==> config.mk <==
export PLATFORM = sky130hd
export DESIGN_NAME = code2421_seg_scan
export DESIGN_NICKNAME = d
export VERILOG_FILES = /design/src/rtl/code2421_pkg.sv /design/src/rtl/code2421_to_seg.sv /design/src/rtl/code2421_seg_scan.sv
export SDC_FILE = /design/constraint.sdc
export NUM_CORES = 1
export LEC_CHECK = 0
export ABC_AREA = 1
export BUFFER_PORTS_ARGS = -buffer_cell sky130_fd_sc_hd__buf_4
export CAP_MARGIN = 10
export CORE_ASPECT_RATIO = 0.7
export CORE_MARGIN = 2
export CORE_UTILIZATION = 30
export CTS_BUF_LIST = sky130_fd_sc_hd__clkbuf_8
export DETAILED_ROUTE_END_ITERATION = 12
export PLACE_DENSITY_LB_ADDON = 0.2
export SYNTH_ARGS = -nofsm -noshare
export SYNTH_HDL_FRONTEND = slang
export SYNTH_SLANG_ARGS = --single-unit
==> constraint.sdc <==
create_clock -name clk -period 2.44 [get_ports clk]
set_input_delay 0 -clock clk [delete_from_list [all_inputs] [get_ports clk]]
set_output_delay 0 -clock clk [all_outputs]
set_load 0.01 [all_outputs]
==> src/rtl/code2421_pkg.sv <==
// Shared constants and helpers for the 2421 (Aiken) seven-segment scanner.
package code2421_pkg;

   localparam int unsigned SEG_W = 7;

   // Patterns are {g,f,e,d,c,b,a}, active-high
   localparam logic [SEG_W-1:0] SEG_0     = 7'b0111111;
   localparam logic [SEG_W-1:0] SEG_1     = 7'b0000110;
   localparam logic [SEG_W-1:0] SEG_2     = 7'b1011011;
   localparam logic [SEG_W-1:0] SEG_3     = 7'b1001111;
   localparam logic [SEG_W-1:0] SEG_4     = 7'b1100110;
   localparam logic [SEG_W-1:0] SEG_5     = 7'b1101101;
   localparam logic [SEG_W-1:0] SEG_6     = 7'b1111101;
   localparam logic [SEG_W-1:0] SEG_7     = 7'b0000111;
   localparam logic [SEG_W-1:0] SEG_8     = 7'b1111111;
   localparam logic [SEG_W-1:0] SEG_9     = 7'b1101111;
   localparam logic [SEG_W-1:0] SEG_DASH  = 7'b1000000;
   localparam logic [SEG_W-1:0] SEG_BLANK = 7'b0000000;

   // Legal codes are 0000..0100 and 1011..1111
   function automatic logic is_valid_2421(input logic [3:0] code);
      return (code <= 4'd4) || (code >= 4'd11);
   endfunction

   // Upper half of the code space sits 6 above its decimal value
   function automatic logic [3:0] dec_2421(input logic [3:0] code);
      return code[3] ? 4'(code - 4'd6) : code;
   endfunction

endpackage

==> src/rtl/code2421_to_seg.sv <==
// Combinational 2421 code to seven-segment decoder with validity flag.
module code2421_to_seg
   import code2421_pkg::*;
(
   input  logic [3:0]       code_i,
   output logic [SEG_W-1:0] seg_c,
   output logic             valid_c
);

   logic [3:0] value;

   always_comb begin
      valid_c = is_valid_2421(code_i);
      value   = dec_2421(code_i);
      seg_c   = SEG_DASH;
      if (valid_c) begin
         case (value)
            4'd0:    seg_c = SEG_0;
            4'd1:    seg_c = SEG_1;
            4'd2:    seg_c = SEG_2;
            4'd3:    seg_c = SEG_3;
            4'd4:    seg_c = SEG_4;
            4'd5:    seg_c = SEG_5;
            4'd6:    seg_c = SEG_6;
            4'd7:    seg_c = SEG_7;
            4'd8:    seg_c = SEG_8;
            4'd9:    seg_c = SEG_9;
            default: seg_c = SEG_DASH;
         endcase
      end
   end

endmodule

==> src/rtl/code2421_seg_scan.sv <==
// Captures DIGITS 2421 digits, flags invalid codes and scans them onto one segment bus.
// Optional leading-zero blanking: define CODE2421_LEADING_BLANK_EN.
module code2421_seg_scan
   import code2421_pkg::*;
#(
   parameter int unsigned DIGITS   = 4,
   parameter int unsigned PRESCALE = 50000
) (
   input  logic                clk,
   input  logic                rst,
   input  logic                load,
   input  logic [4*DIGITS-1:0] digits_in,
   input  logic                err_clr,
   output logic [SEG_W-1:0]    seg,
   output logic [DIGITS-1:0]   an,
   output logic [DIGITS-1:0]   digit_err
);

   localparam int unsigned IDX_W = $clog2(DIGITS);
   localparam int unsigned CNT_W = $clog2(PRESCALE);

   logic [4*DIGITS-1:0] cap_q, cap_d;
   logic [DIGITS-1:0]   err_q, err_d;
   logic [CNT_W-1:0]    cnt_q, cnt_d;
   logic [IDX_W-1:0]    idx_q, idx_d;
   logic [SEG_W-1:0]    seg_q, seg_d;
   logic [DIGITS-1:0]   an_q, an_d;

   logic                tick;
   logic [3:0]          cur_code;
   logic [SEG_W-1:0]    cur_seg_c;
   logic                cur_valid_c;

   code2421_to_seg u_to_seg (
      .code_i  (cur_code),
      .seg_c   (cur_seg_c),
      .valid_c (cur_valid_c)
   );

   // Capture, sticky error flags (set beats clear per digit) and prescaler
   always_comb begin
      cap_d = cap_q;
      err_d = err_clr ? '0 : err_q;
      if (load) begin
         cap_d = digits_in;
         for (int i = 0; i < int'(DIGITS); i++) begin
            if (!is_valid_2421(digits_in[4*i +: 4])) err_d[i] = 1'b1;
         end
      end
      tick  = (cnt_q == CNT_W'(PRESCALE - 1));
      cnt_d = tick ? '0 : CNT_W'(cnt_q + 1'b1);
   end

`ifdef CODE2421_LEADING_BLANK_EN
   logic [DIGITS-1:0] blank;

   // Zero run from the most significant digit down; digit 0 always shows
   always_comb begin
      logic zero_run;
      zero_run = 1'b1;
      blank    = '0;
      for (int i = int'(DIGITS) - 1; i >= 1; i--) begin
         zero_run = zero_run && (cap_q[4*i +: 4] == 4'd0);
         blank[i] = zero_run;
      end
   end
`endif

   // Scan: the tick shows the digit held before any same-cycle load
   always_comb begin
      cur_code = '0;
      for (int i = 0; i < int'(DIGITS); i++) begin
         if (idx_q == IDX_W'(i)) cur_code = cap_q[4*i +: 4];
      end
      seg_d = seg_q;
      an_d  = an_q;
      idx_d = idx_q;
      if (tick) begin
         seg_d = cur_valid_c ? cur_seg_c : SEG_DASH;
`ifdef CODE2421_LEADING_BLANK_EN
         for (int i = 0; i < int'(DIGITS); i++) begin
            if ((idx_q == IDX_W'(i)) && blank[i]) seg_d = SEG_BLANK;
         end
`endif
         for (int i = 0; i < int'(DIGITS); i++) begin
            an_d[i] = (idx_q == IDX_W'(i));
         end
         idx_d = (idx_q == IDX_W'(DIGITS - 1)) ? '0 : IDX_W'(idx_q + 1'b1);
      end
   end

   always_ff @(posedge clk) begin
      if (rst) begin
         cap_q <= '0;
         err_q <= '0;
         cnt_q <= '0;
         idx_q <= '0;
         seg_q <= '0;
         an_q  <= '0;
      end else begin
         cap_q <= cap_d;
         err_q <= err_d;
         cnt_q <= cnt_d;
         idx_q <= idx_d;
         seg_q <= seg_d;
         an_q  <= an_d;
      end
   end

   assign seg       = seg_q;
   assign an        = an_q;
   assign digit_err = err_q;

endmodule

==> results of run 1 <==
worst min-delay path, delay by kind of cell:
family	cells	cell delay, ns
simple gates	2	0.18
buf+inv	1	0.09
kinds of logic after synthesis:
logic type,Yosys count,synth area share (%)
simple gates,157,30.3
compound gates,64,15.1
buf+inv,53,8.70
flops,49,39.4
fa+ha+maj,10,5.03
xor+xnor,4,1.41
routing by layer:
layer	up-vias	part of all wire [%]	track usage (%)
li1	1177	-	-
met1	1001	54	19.2
met2	44	40	20.3
met3	8	5.1	2.94
met4	0	1.7	5.24
met5	-	0	0
state kept, by name (all words and copies together), names as in the netlist:
signal,count
cnt_q,16
cap_q,16
an,4
idx_q,2
digit_err,4
seg,7
synthesized netlist by cell type:
cell type,number
sky130_fd_sc_hd__nand2_1,74
sky130_fd_sc_hd__dfxtp_1,49
sky130_fd_sc_hd__inv_1,32
sky130_fd_sc_hd__nor2_1,29
sky130_fd_sc_hd__a21oi_1,28
sky130_fd_sc_hd__nand3_1,25
sky130_fd_sc_hd__o21ai_0,19
sky130_fd_sc_hd__inv_2,11
sky130_fd_sc_hd__ha_1,10
sky130_fd_sc_hd__nor3_1,7
sky130_fd_sc_hd__clkbuf_1,6
sky130_fd_sc_hd__a211oi_1,5
sky130_fd_sc_hd__nand2_2,4
sky130_fd_sc_hd__nor2_2,4
sky130_fd_sc_hd__o211ai_1,4
sky130_fd_sc_hd__a21oi_2,3
sky130_fd_sc_hd__o2111ai_1,3
sky130_fd_sc_hd__xor2_1,3
sky130_fd_sc_hd__buf_2,2
sky130_fd_sc_hd__buf_6,2
sky130_fd_sc_hd__nand3_2,2
sky130_fd_sc_hd__nor2_4,2
sky130_fd_sc_hd__nor2_8,2
sky130_fd_sc_hd__or2_0,2
sky130_fd_sc_hd__a21boi_2,1
sky130_fd_sc_hd__nand3_4,1
sky130_fd_sc_hd__nand4_1,1
sky130_fd_sc_hd__nor3_4,1
sky130_fd_sc_hd__nor3b_1,1
sky130_fd_sc_hd__o21ai_2,1
sky130_fd_sc_hd__or2_1,1
sky130_fd_sc_hd__or2_4,1
sky130_fd_sc_hd__xnor2_1,1
layout by cell type (no fill, tap or decap), drive strengths merged, types with 3 or more instances in the layout:
cell         instances
nand2               78
dfxtp               49
inv                 44
nor2                37
buf                 34
a21oi               31
nand3               28
o21ai               20
dlygate4sd3         12
ha                  10
nor3                 8
clkbuf               6
a211oi               5
o211ai               4
or2                  4
xor2                 3
o2111ai              3
report_power, final:
| part | leakage [nW] | internal, mW | total [mW] | switching (mW) |
|---|---|---|---|---|
| combinational | 0.971 | 0.0811 | 0.191 | 0.109 |
| sequential | 0.400 | 0.825 | 0.839 | 0.0135 |
| clock | 0.0485 | 0.221 | 0.483 | 0.262 |
final cells by class:
cell class / instances / area [um2]
Multi-Input combinational cell: 235 / 1290
Clock buffer: 6 / 82.6
Timing Repair Buffer: 46 / 375
Tap cell: 101 / 126
Inverter: 43 / 161
Sequential cell: 49 / 981
Fill cell: 817 / 4920
Clock inverter: 1 / 3.75
worst paths after layout:
kind         slack, ns         start        to
min reg2reg       0.45        seg[5]    seg[5]
min               0.01  digits_in[7]  cap_q[7]
max reg2reg       0.30      idx_q[1]    seg[3]
max               0.30      idx_q[1]    seg[3]
through the flow:
stage	std cells	power, mW	hold WS, ns
after detailed placement	462	1.03	0.281
after global placement	462	1.03	0.274
after floorplan	337	0.971	0.148
after global routing	481	1.59	0.0180
after CTS	481	1.53	0.000286
final	481	1.51	0.0133
timing repair:
action / CTS / global route
gates resized for setup: 0 / 1
endpoints found under the setup margin: 0 / 1
hold buffers: 12 / 0
endpoints found under the hold margin: 12 / 0
==> report_table.html, run 1 <==
<table>
<tr><th>Metric</th><th>Value</th></tr>
<tr><th colspan="2">Placed design</th></tr>
<tr><td>Sum of net half-perimeters after detailed placement</td><td>4250 um</td></tr>
<tr><td>Post-placement cell area</td><td>around 2800 um2</td></tr>
<tr><td>I/O Buffers</td><td>34</td></tr>
<tr><td>Pre-CTS setup slack</td><td>around 0.25 ns</td></tr>
<tr><td>Gp weighted congestion</td><td>~0.77</td></tr>
<tr><th colspan="2">STA</th></tr>
<tr><td>Max-slew violation total from the final report</td><td>0</td></tr>
<tr><td>Final setup violation count</td><td>0</td></tr>
<tr><td>Period utilization</td><td>roughly 88%</td></tr>
<tr><td>Final Hold Vio Count</td><td>0</td></tr>
<tr><td>Relative slew slack</td><td>between 60 and 70%</td></tr>
<tr><td>Crit path time final</td><td>between 2 and 2.5 ns</td></tr>
<tr><td>Actual transition at the worst max-transition pin</td><td>approximately 0.57 ns</td></tr>
<tr><td>Peak Freq</td><td>between 400 and 500 MHz</td></tr>
<tr><td>Post-route setup TNS</td><td>0 ns</td></tr>
<tr><td>Clock tree skew after final layout</td><td>a little under 0.005 ns</td></tr>
<tr><td>Setup repair after global routing missed its margin</td><td>false</td></tr>
<tr><td>Worst Slack Setup Final</td><td>0.305 ns</td></tr>
<tr><th colspan="2">Drt</th></tr>
<tr><td>First-iteration detailed-routing DRC count</td><td>100</td></tr>
<tr><td>Wire length after detailed routing</td><td>5730 um</td></tr>
<tr><td>Length of the first detailed-routing pass in iterations</td><td>4</td></tr>
<tr><td>Detailed-route DRC error count</td><td>0</td></tr>
<tr><td>Routed wirelength normalized by instance count</td><td>~12 um</td></tr>
<tr><td>Routed via count divided by cell count</td><td>approximately 4.6</td></tr>
<tr><td>Antenna Nets Post-Route</td><td>0</td></tr>
<tr><td>Via count</td><td>roughly 2,200</td></tr>
<tr><th colspan="2">Finish</th></tr>
<tr><td>Total inserted antenna cells</td><td>0</td></tr>
<tr><td>Utilization after layout</td><td>about two fifths</td></tr>
<tr><td>Final cell area excluding filler cells</td><td>3020 um2</td></tr>
<tr><td>Share of layout cells above drive strength 1</td><td>about a fifth</td></tr>
<tr><td>Layout Nets</td><td>410</td></tr>
<tr><td>Relative area change from synthesis to final layout</td><td>21.5%</td></tr>
<tr><th colspan="2">Hold path</th></tr>
<tr><td>Path category of the worst min-delay check</td><td>in -&gt; reg</td></tr>
<tr><td>Cell depth of the worst hold path</td><td>3</td></tr>
<tr><th colspan="2">GRT</th></tr>
<tr><td>Overall global routing resource usage</td><td>13.6%</td></tr>
<tr><td>Largest net degree at the start of global routing</td><td>27</td></tr>
<tr><td>Global-route wire length before repair</td><td>9920 um</td></tr>
<tr><td>Via count of the first global-routing pass</td><td>2,132</td></tr>
<tr><td>Total grt overflow</td><td>0</td></tr>
<tr><td>Initial antenna violation count</td><td>0</td></tr>
<tr><th colspan="2">Critical path</th></tr>
<tr><td>Crit-path slowest cell</td><td>sky130_fd_sc_hd__dfxtp_1</td></tr>
<tr><td>Kind of capture point of the worst setup path</td><td>flip-flop</td></tr>
<tr><td>Largest delay share family, worst path</td><td>simple AND/OR/NAND/NOR gates</td></tr>
<tr><td>Critical Setup Path Class</td><td>reg -&gt; reg</td></tr>
<tr><td>Worst-path cell chain</td><td>inv_1, ha_1, inv_2, nand3_1, nand2_1, nand2_1, nand2_2, nand2_1, nand2_1, inv_1, ha_1, nand2_1, nand2_1, nand2_1, nand3_1, nand2_1</td></tr>
<tr><td>Critical path depth in cells</td><td>16</td></tr>
<tr><td>Register-to-Register Path Depth</td><td>16</td></tr>
<tr><td>Critical path buffer and inverter count</td><td>3</td></tr>
<tr><td>Data required time of the worst path</td><td>between 2 and 3 ns</td></tr>
<tr><td>Startpoint types</td><td>flip-flop</td></tr>
<tr><td>Most repeated library cell on the critical path</td><td>sky130_fd_sc_hd__nand2_1</td></tr>
<tr><td>CP Data Arrival Time</td><td>between 2 and 2.5 ns</td></tr>
<tr><td>Peak per-stage delay on the critical path</td><td>about 0.37 ns</td></tr>
<tr><td>Max Fanout on Critical Path</td><td>7</td></tr>
<tr><th colspan="2">Power</th></tr>
<tr><td>Total power density per cell area</td><td>approximately 500 nW/um2</td></tr>
<tr><td>Lkg Pwr</td><td>1.42 nW</td></tr>
<tr><td>Largest voltage drop on the vdd net</td><td>between 200 and 250 uV</td></tr>
<tr><th colspan="2">Clocking</th></tr>
<tr><td>H-tree depth</td><td>2</td></tr>
<tr><td>Buffer depth of the longest clock path</td><td>2</td></tr>
<tr><td>Inserted Clock Buffers</td><td>5</td></tr>
<tr><td>Num Clock Sinks</td><td>approximately 50</td></tr>
<tr><td>CTS clock-pin slew for the worst setup and hold paths</td><td>roughly 0.090 ns</td></tr>
<tr><td>TritonCTS clock tree</td><td>built</td></tr>
<tr><td>Buffer cell driving the clock tree root</td><td>sky130_fd_sc_hd__clkbuf_8</td></tr>
<tr><td>Buffer count from post-CTS setup fixing</td><td>0</td></tr>
<tr><td>Clock latency of the later-clocked register in the worst-skew pair</td><td>roughly 0.3 ns</td></tr>
<tr><th colspan="2">Yosys</th></tr>
<tr><td>Area of the mapped netlist</td><td>between 2000 and 2500 um2</td></tr>
<tr><td>Share of the yosys chip area belonging to registers</td><td>around 39%</td></tr>
<tr><td>Cells after Synth</td><td>~340</td></tr>
<tr><td>Syn nets</td><td>between 300 and 400</td></tr>
<tr><td>Number of distinct standard cells referenced by the synthesized netlist</td><td>33</td></tr>
<tr><td>Number of warnings issued by yosys</td><td>0</td></tr>
<tr><td>Synth top area share</td><td>39.4%</td></tr>
<tr><td>Cell types occupying the most area after synthesis</td><td>sky130_fd_sc_hd__dfxtp_1, sky130_fd_sc_hd__nand2_1, sky130_fd_sc_hd__a21oi_1</td></tr>
<tr><td>Post-Synthesis Mean Instance Area</td><td>between 7 and 8 um2</td></tr>
<tr><td>Yosys reg bits</td><td>49</td></tr>
<tr><td>Biggest area consumer among synthesized cells</td><td>sky130_fd_sc_hd__dfxtp_1</td></tr>
<tr><th colspan="2">Outcome</th></tr>
<tr><td>Result of the run</td><td>complete, no violations</td></tr>
<tr><th colspan="2">Floorplan</th></tr>
<tr><td>Die outline area</td><td>slightly above 9000 um2</td></tr>
<tr><td>Ports placed on the boundary</td><td>35</td></tr>
<tr><td>Standard-cell rows</td><td>27</td></tr>
<tr><td>Initial Util</td><td>between 30 and 40%</td></tr>
<tr><td>Die height</td><td>roughly 80 um</td></tr>
<tr><td>Core area</td><td>slightly below 8000 um2</td></tr>
<tr><td>Horizontal extent of the die</td><td>113 um</td></tr>
<tr><th colspan="2">Job</th></tr>
<tr><td>Max capacitance violation total</td><td>0</td></tr>
</table>
(Power assumes the default switching activity.)
==> run 2, diff against run 1 <==
--- a/config.mk
+++ b/config.mk
@@ -9,7 +9,6 @@
 export BUFFER_PORTS_ARGS = -buffer_cell sky130_fd_sc_hd__buf_4
 export CAP_MARGIN = 10
 export CORE_ASPECT_RATIO = 0.7
-export CORE_MARGIN = 2
 export CORE_UTILIZATION = 30
 export CTS_BUF_LIST = sky130_fd_sc_hd__clkbuf_8
 export DETAILED_ROUTE_END_ITERATION = 12
==> constraint.sdc (replaced) <==
create_clock -name clk -period 1.9 [get_ports clk]
set_input_delay 0 -clock clk [delete_from_list [all_inputs] [get_ports clk]]
set_output_delay 0 -clock clk [all_outputs]
set_load 0.01 [all_outputs]
==> run 2 against run 1 <==
Against the previous run: the run now ends with setup timing left; die area shrank 4.2%; highest routed layer unchanged; worst setup slack lost 0.36 ns; sequential power grew 29%; fmax grew 9.3%; cell area grew 16%; combinational power grew 74%; largest power group unchanged; core utilization grew 5.9 points; critical endpoint is now seg[6]; sequential share of layout area shrank 4.2 points; via count grew 6.1%; sequential cell count is the same; power grew 34%.
==> report_table.html, run 2 (same netlist as run 1, synthesis figures left out) <==
<table>
<tr><th>Metric</th><th>Value</th></tr>
<tr><th colspan="2">Drt</th></tr>
<tr><td>Detailed-route DRC error count</td><td>0 (unchanged)</td></tr>
<tr><td>Routed wirelength normalized by instance count</td><td>12.5 um (+4.7%)</td></tr>
<tr><td>First-iteration detailed-routing DRC count</td><td>84 (-16%)</td></tr>
<tr><td>Antenna Nets Post-Route</td><td>0 (unchanged)</td></tr>
<tr><td>Routed via count divided by cell count</td><td>4.63 (-0.17%)</td></tr>
<tr><td>Via count</td><td>2,365 (+6.1%)</td></tr>
<tr><td>Length of the first detailed-routing pass in iterations</td><td>5 (+1)</td></tr>
<tr><td>Wire length after detailed routing</td><td>6380 um (+11%)</td></tr>
<tr><th colspan="2">Placed design</th></tr>
<tr><td>Gp weighted congestion</td><td>0.815 (+6.3%)</td></tr>
<tr><td>I/O Buffers</td><td>34 (unchanged)</td></tr>
<tr><td>Sum of net half-perimeters after detailed placement</td><td>4360 um (+2.5%)</td></tr>
<tr><th colspan="2">Finish</th></tr>
<tr><td>Most used cells in the layout excluding fill and tap cells</td><td>sky130_fd_sc_hd__nand2_1, sky130_fd_sc_hd__buf_4, sky130_fd_sc_hd__dfxtp_1</td></tr>
<tr><td>Layout Nets</td><td>439 (+7.1%)</td></tr>
<tr><td>Layout filler cell count</td><td>776 (-5.0%)</td></tr>
<tr><td>Most common library cell in the layout ignoring fill and taps</td><td>sky130_fd_sc_hd__nand2_1</td></tr>
<tr><td>Share of layout cells above drive strength 1</td><td>32.9% (+13 points)</td></tr>
<tr><td>Total inserted antenna cells</td><td>0 (unchanged)</td></tr>
<tr><td>Utilization after layout</td><td>44.0% (+5.9 points)</td></tr>
<tr><td>Relative area change from synthesis to final layout</td><td>40.4%</td></tr>
<tr><th colspan="2">Clocking</th></tr>
<tr><td>CTS clock-pin slew for the worst setup and hold paths</td><td>0.09 ns (about the same)</td></tr>
<tr><td>H-tree depth</td><td>2 (unchanged)</td></tr>
<tr><td>TritonCTS clock tree</td><td>built</td></tr>
<tr><td>Buffer depth of the longest clock path</td><td>2 (unchanged)</td></tr>
<tr><td>Inserted Clock Buffers</td><td>5 (unchanged)</td></tr>
<tr><td>Num Clock Sinks</td><td>49 (unchanged)</td></tr>
<tr><td>Buffer cell driving the clock tree root</td><td>sky130_fd_sc_hd__clkbuf_8</td></tr>
<tr><td>Clock latency of the later-clocked register in the worst-skew pair</td><td>0.30 ns (about the same)</td></tr>
<tr><th colspan="2">Floorplan</th></tr>
<tr><td>Initial Util</td><td>31.3% (unchanged)</td></tr>
<tr><td>Core area</td><td>7940 um2 (unchanged)</td></tr>
<tr><td>Standard-cell rows</td><td>27 (unchanged)</td></tr>
<tr><td>Die outline area</td><td>8670 um2 (-4.2%)</td></tr>
<tr><td>Horizontal extent of the die</td><td>111 um (-1.8%)</td></tr>
<tr><td>Die height</td><td>78.2 um (-2.5%)</td></tr>
<tr><td>Ports placed on the boundary</td><td>35 (unchanged)</td></tr>
<tr><th colspan="2">GRT</th></tr>
<tr><td>Via count of the first global-routing pass</td><td>2,257 (+5.9%)</td></tr>
<tr><td>Global-route wire length before repair</td><td>10,500 um (+5.6%)</td></tr>
<tr><td>Largest net degree at the start of global routing</td><td>27 (unchanged)</td></tr>
<tr><td>Initial antenna violation count</td><td>0 (unchanged)</td></tr>
<tr><td>Total grt overflow</td><td>0 (unchanged)</td></tr>
<tr><td>Overall global routing resource usage</td><td>14.9% (+1.2 points)</td></tr>
<tr><th colspan="2">Power</th></tr>
<tr><td>Sequential power share</td><td>53.1% (-2.4 points)</td></tr>
<tr><td>Clock power frac</td><td>30.5% (-1.4 points)</td></tr>
<tr><td>Largest voltage drop on the vdd net</td><td>243 uV (+12%)</td></tr>
<tr><td>Share of total power consumed by net switching</td><td>27.5% (+2.0 points)</td></tr>
<tr><td>Cell internal pwr</td><td>1.47 mW (+30%)</td></tr>
<tr><td>Logic gate share of total power</td><td>16.4% (+3.8 points)</td></tr>
<tr><td>Total power density per cell area</td><td>580 nW/um2 (+16%)</td></tr>
<tr><td>Switching power</td><td>0.557 mW (+45%)</td></tr>
<tr><td>Lkg Pwr</td><td>1.59 nW (+12%)</td></tr>
<tr><th colspan="2">STA</th></tr>
<tr><td>Max-slew violation total from the final report</td><td>0 (unchanged)</td></tr>
<tr><td>Actual transition at the worst max-transition pin</td><td>0.576 ns (+0.00879 ns)</td></tr>
<tr><td>Setup repair after global routing missed its margin</td><td>true</td></tr>
<tr><td>Peak Freq</td><td>512 MHz (+9.3%)</td></tr>
<tr><td>Final Hold Vio Count</td><td>0 (unchanged)</td></tr>
<tr><td>Relative slew slack</td><td>61.6% (-0.59 points)</td></tr>
<tr><td>Worst Slack Setup Final</td><td>-0.0528 ns (-0.358 ns)</td></tr>
<tr><td>Crit path time final</td><td>1.95 ns (-0.182 ns)</td></tr>
<tr><td>Final setup violation count</td><td>7 (+7)</td></tr>
<tr><td>Period utilization</td><td>103% (+15 points)</td></tr>
<tr><td>Clock tree skew after final layout</td><td>0.00776 ns (+0.00282 ns)</td></tr>
<tr><td>Post-route setup TNS</td><td>-0.222 ns (-0.222 ns)</td></tr>
<tr><th colspan="2">Critical path</th></tr>
<tr><td>Critical Setup Path Class</td><td>reg -&gt; reg</td></tr>
<tr><td>Startpoint types</td><td>flip-flop</td></tr>
<tr><td>Kind of capture point of the worst setup path</td><td>flip-flop</td></tr>
<tr><td>Crit-path slowest cell</td><td>sky130_fd_sc_hd__dfxtp_4</td></tr>
<tr><td>Worst-path cell chain</td><td>inv_2, ha_4, buf_6, a21oi_2, nand2_1, nand2_2, inv_2, nand2_2, nand2_4, buf_4, buf_4, buf_4, nor2_1, nor2_1, a21oi_1</td></tr>
<tr><td>Peak per-stage delay on the critical path</td><td>0.36 ns (about the same)</td></tr>
<tr><td>Max Fanout on Critical Path</td><td>6 (-1)</td></tr>
<tr><td>Data required time of the worst path</td><td>2.14 ns (-0.50 ns)</td></tr>
<tr><td>Most repeated library cell on the critical path</td><td>sky130_fd_sc_hd__buf_4</td></tr>
<tr><td>CP Data Arrival Time</td><td>2.19 ns (-0.15 ns)</td></tr>
<tr><th colspan="2">Job</th></tr>
<tr><td>Max capacitance violation total</td><td>0 (unchanged)</td></tr>
<tr><th colspan="2">Outcome</th></tr>
<tr><td>Result of the run</td><td>finished, violations left</td></tr>
<tr><td>Failing checks</td><td>setup timing</td></tr>
<tr><th colspan="2">Hold path</th></tr>
<tr><td>Path category of the worst min-delay check</td><td>in -&gt; reg</td></tr>
</table>
[run 2: through the flow]
stage	instances	hold WS [ns]	setup WS [ns]	total power [mW]	instance area [um2]
global route	511	0.0244	-0.182	2.13	3490
finish	511	0.00410	-0.0528	2.03	3490
floorplan	337	0.148	0.0221	1.25	2490
detailed placement	477	0.279	-0.161	1.34	2930
global placement	477	0.272	-0.118	1.34	2930
CTS	503	0.000837	0.00236	2.00	3310
[run 2: cell type report]
type	instances	area, um2	area share, %
multi-input cells	235	1510	43.1
flip-flops and latches	49	988	28.3
repair buffers	75	616	17.6
inverters	43	169	4.84
well taps	101	126	3.62
clock buffers	5	68.8	1.97
clock inverters	3	18.8	0.537
[run 2: worst max-delay path, delay by kind of cell (launching register included)]
family,cells,cell delay [ns]
buffers and inverters,6,0.64
adder cells (fa/ha/maj),1,0.19
AO/OA/AOI/OAI,2,0.22
AND/OR/NAND/NOR,6,0.46
flip-flops,1,0.36
[run 2: worst paths after layout]
kind | start | endpoint | slack [ns] | cells after the start
max | idx_q[0] | seg[6] | -0.05 | 15
min | digits_in[8] | cap_q[8] | 0.004 | 3
max reg2reg | idx_q[0] | seg[6] | -0.05 | 15
min reg2reg | seg[0] | seg[0] | 0.45 | 2
[run 2: what timing repair did]
item,in CTS,in global routing
pin swaps,9,22
hold buffers,14,1
endpoints found under the setup margin,7,7
endpoints found under the hold margin,12,1
gates resized for setup,29,28
setup buffers,4,7
[run 2: power groups by stage]
stage	Combinational [mW]	Sequential [mW]	Clock, mW
floorplan	0.149	1.10	0
global placement	0.241	1.10	0
detailed placement	0.243	1.10	0
CTS	0.289	1.08	0.631
global route	0.367	1.08	0.680
finish	0.332	1.08	0.618
[run 2: layer usage]
metal	global-route usage (%)	part of all wire (%)	wire length (um)	vias to the layer above
met2	23.4	44	2830	28
li1	-	-	-	1237
met5	0	0	0	-
met3	2.78	2.8	180	8
met1	20.7	52	3300	1092
met4	4.40	1.1	69	0
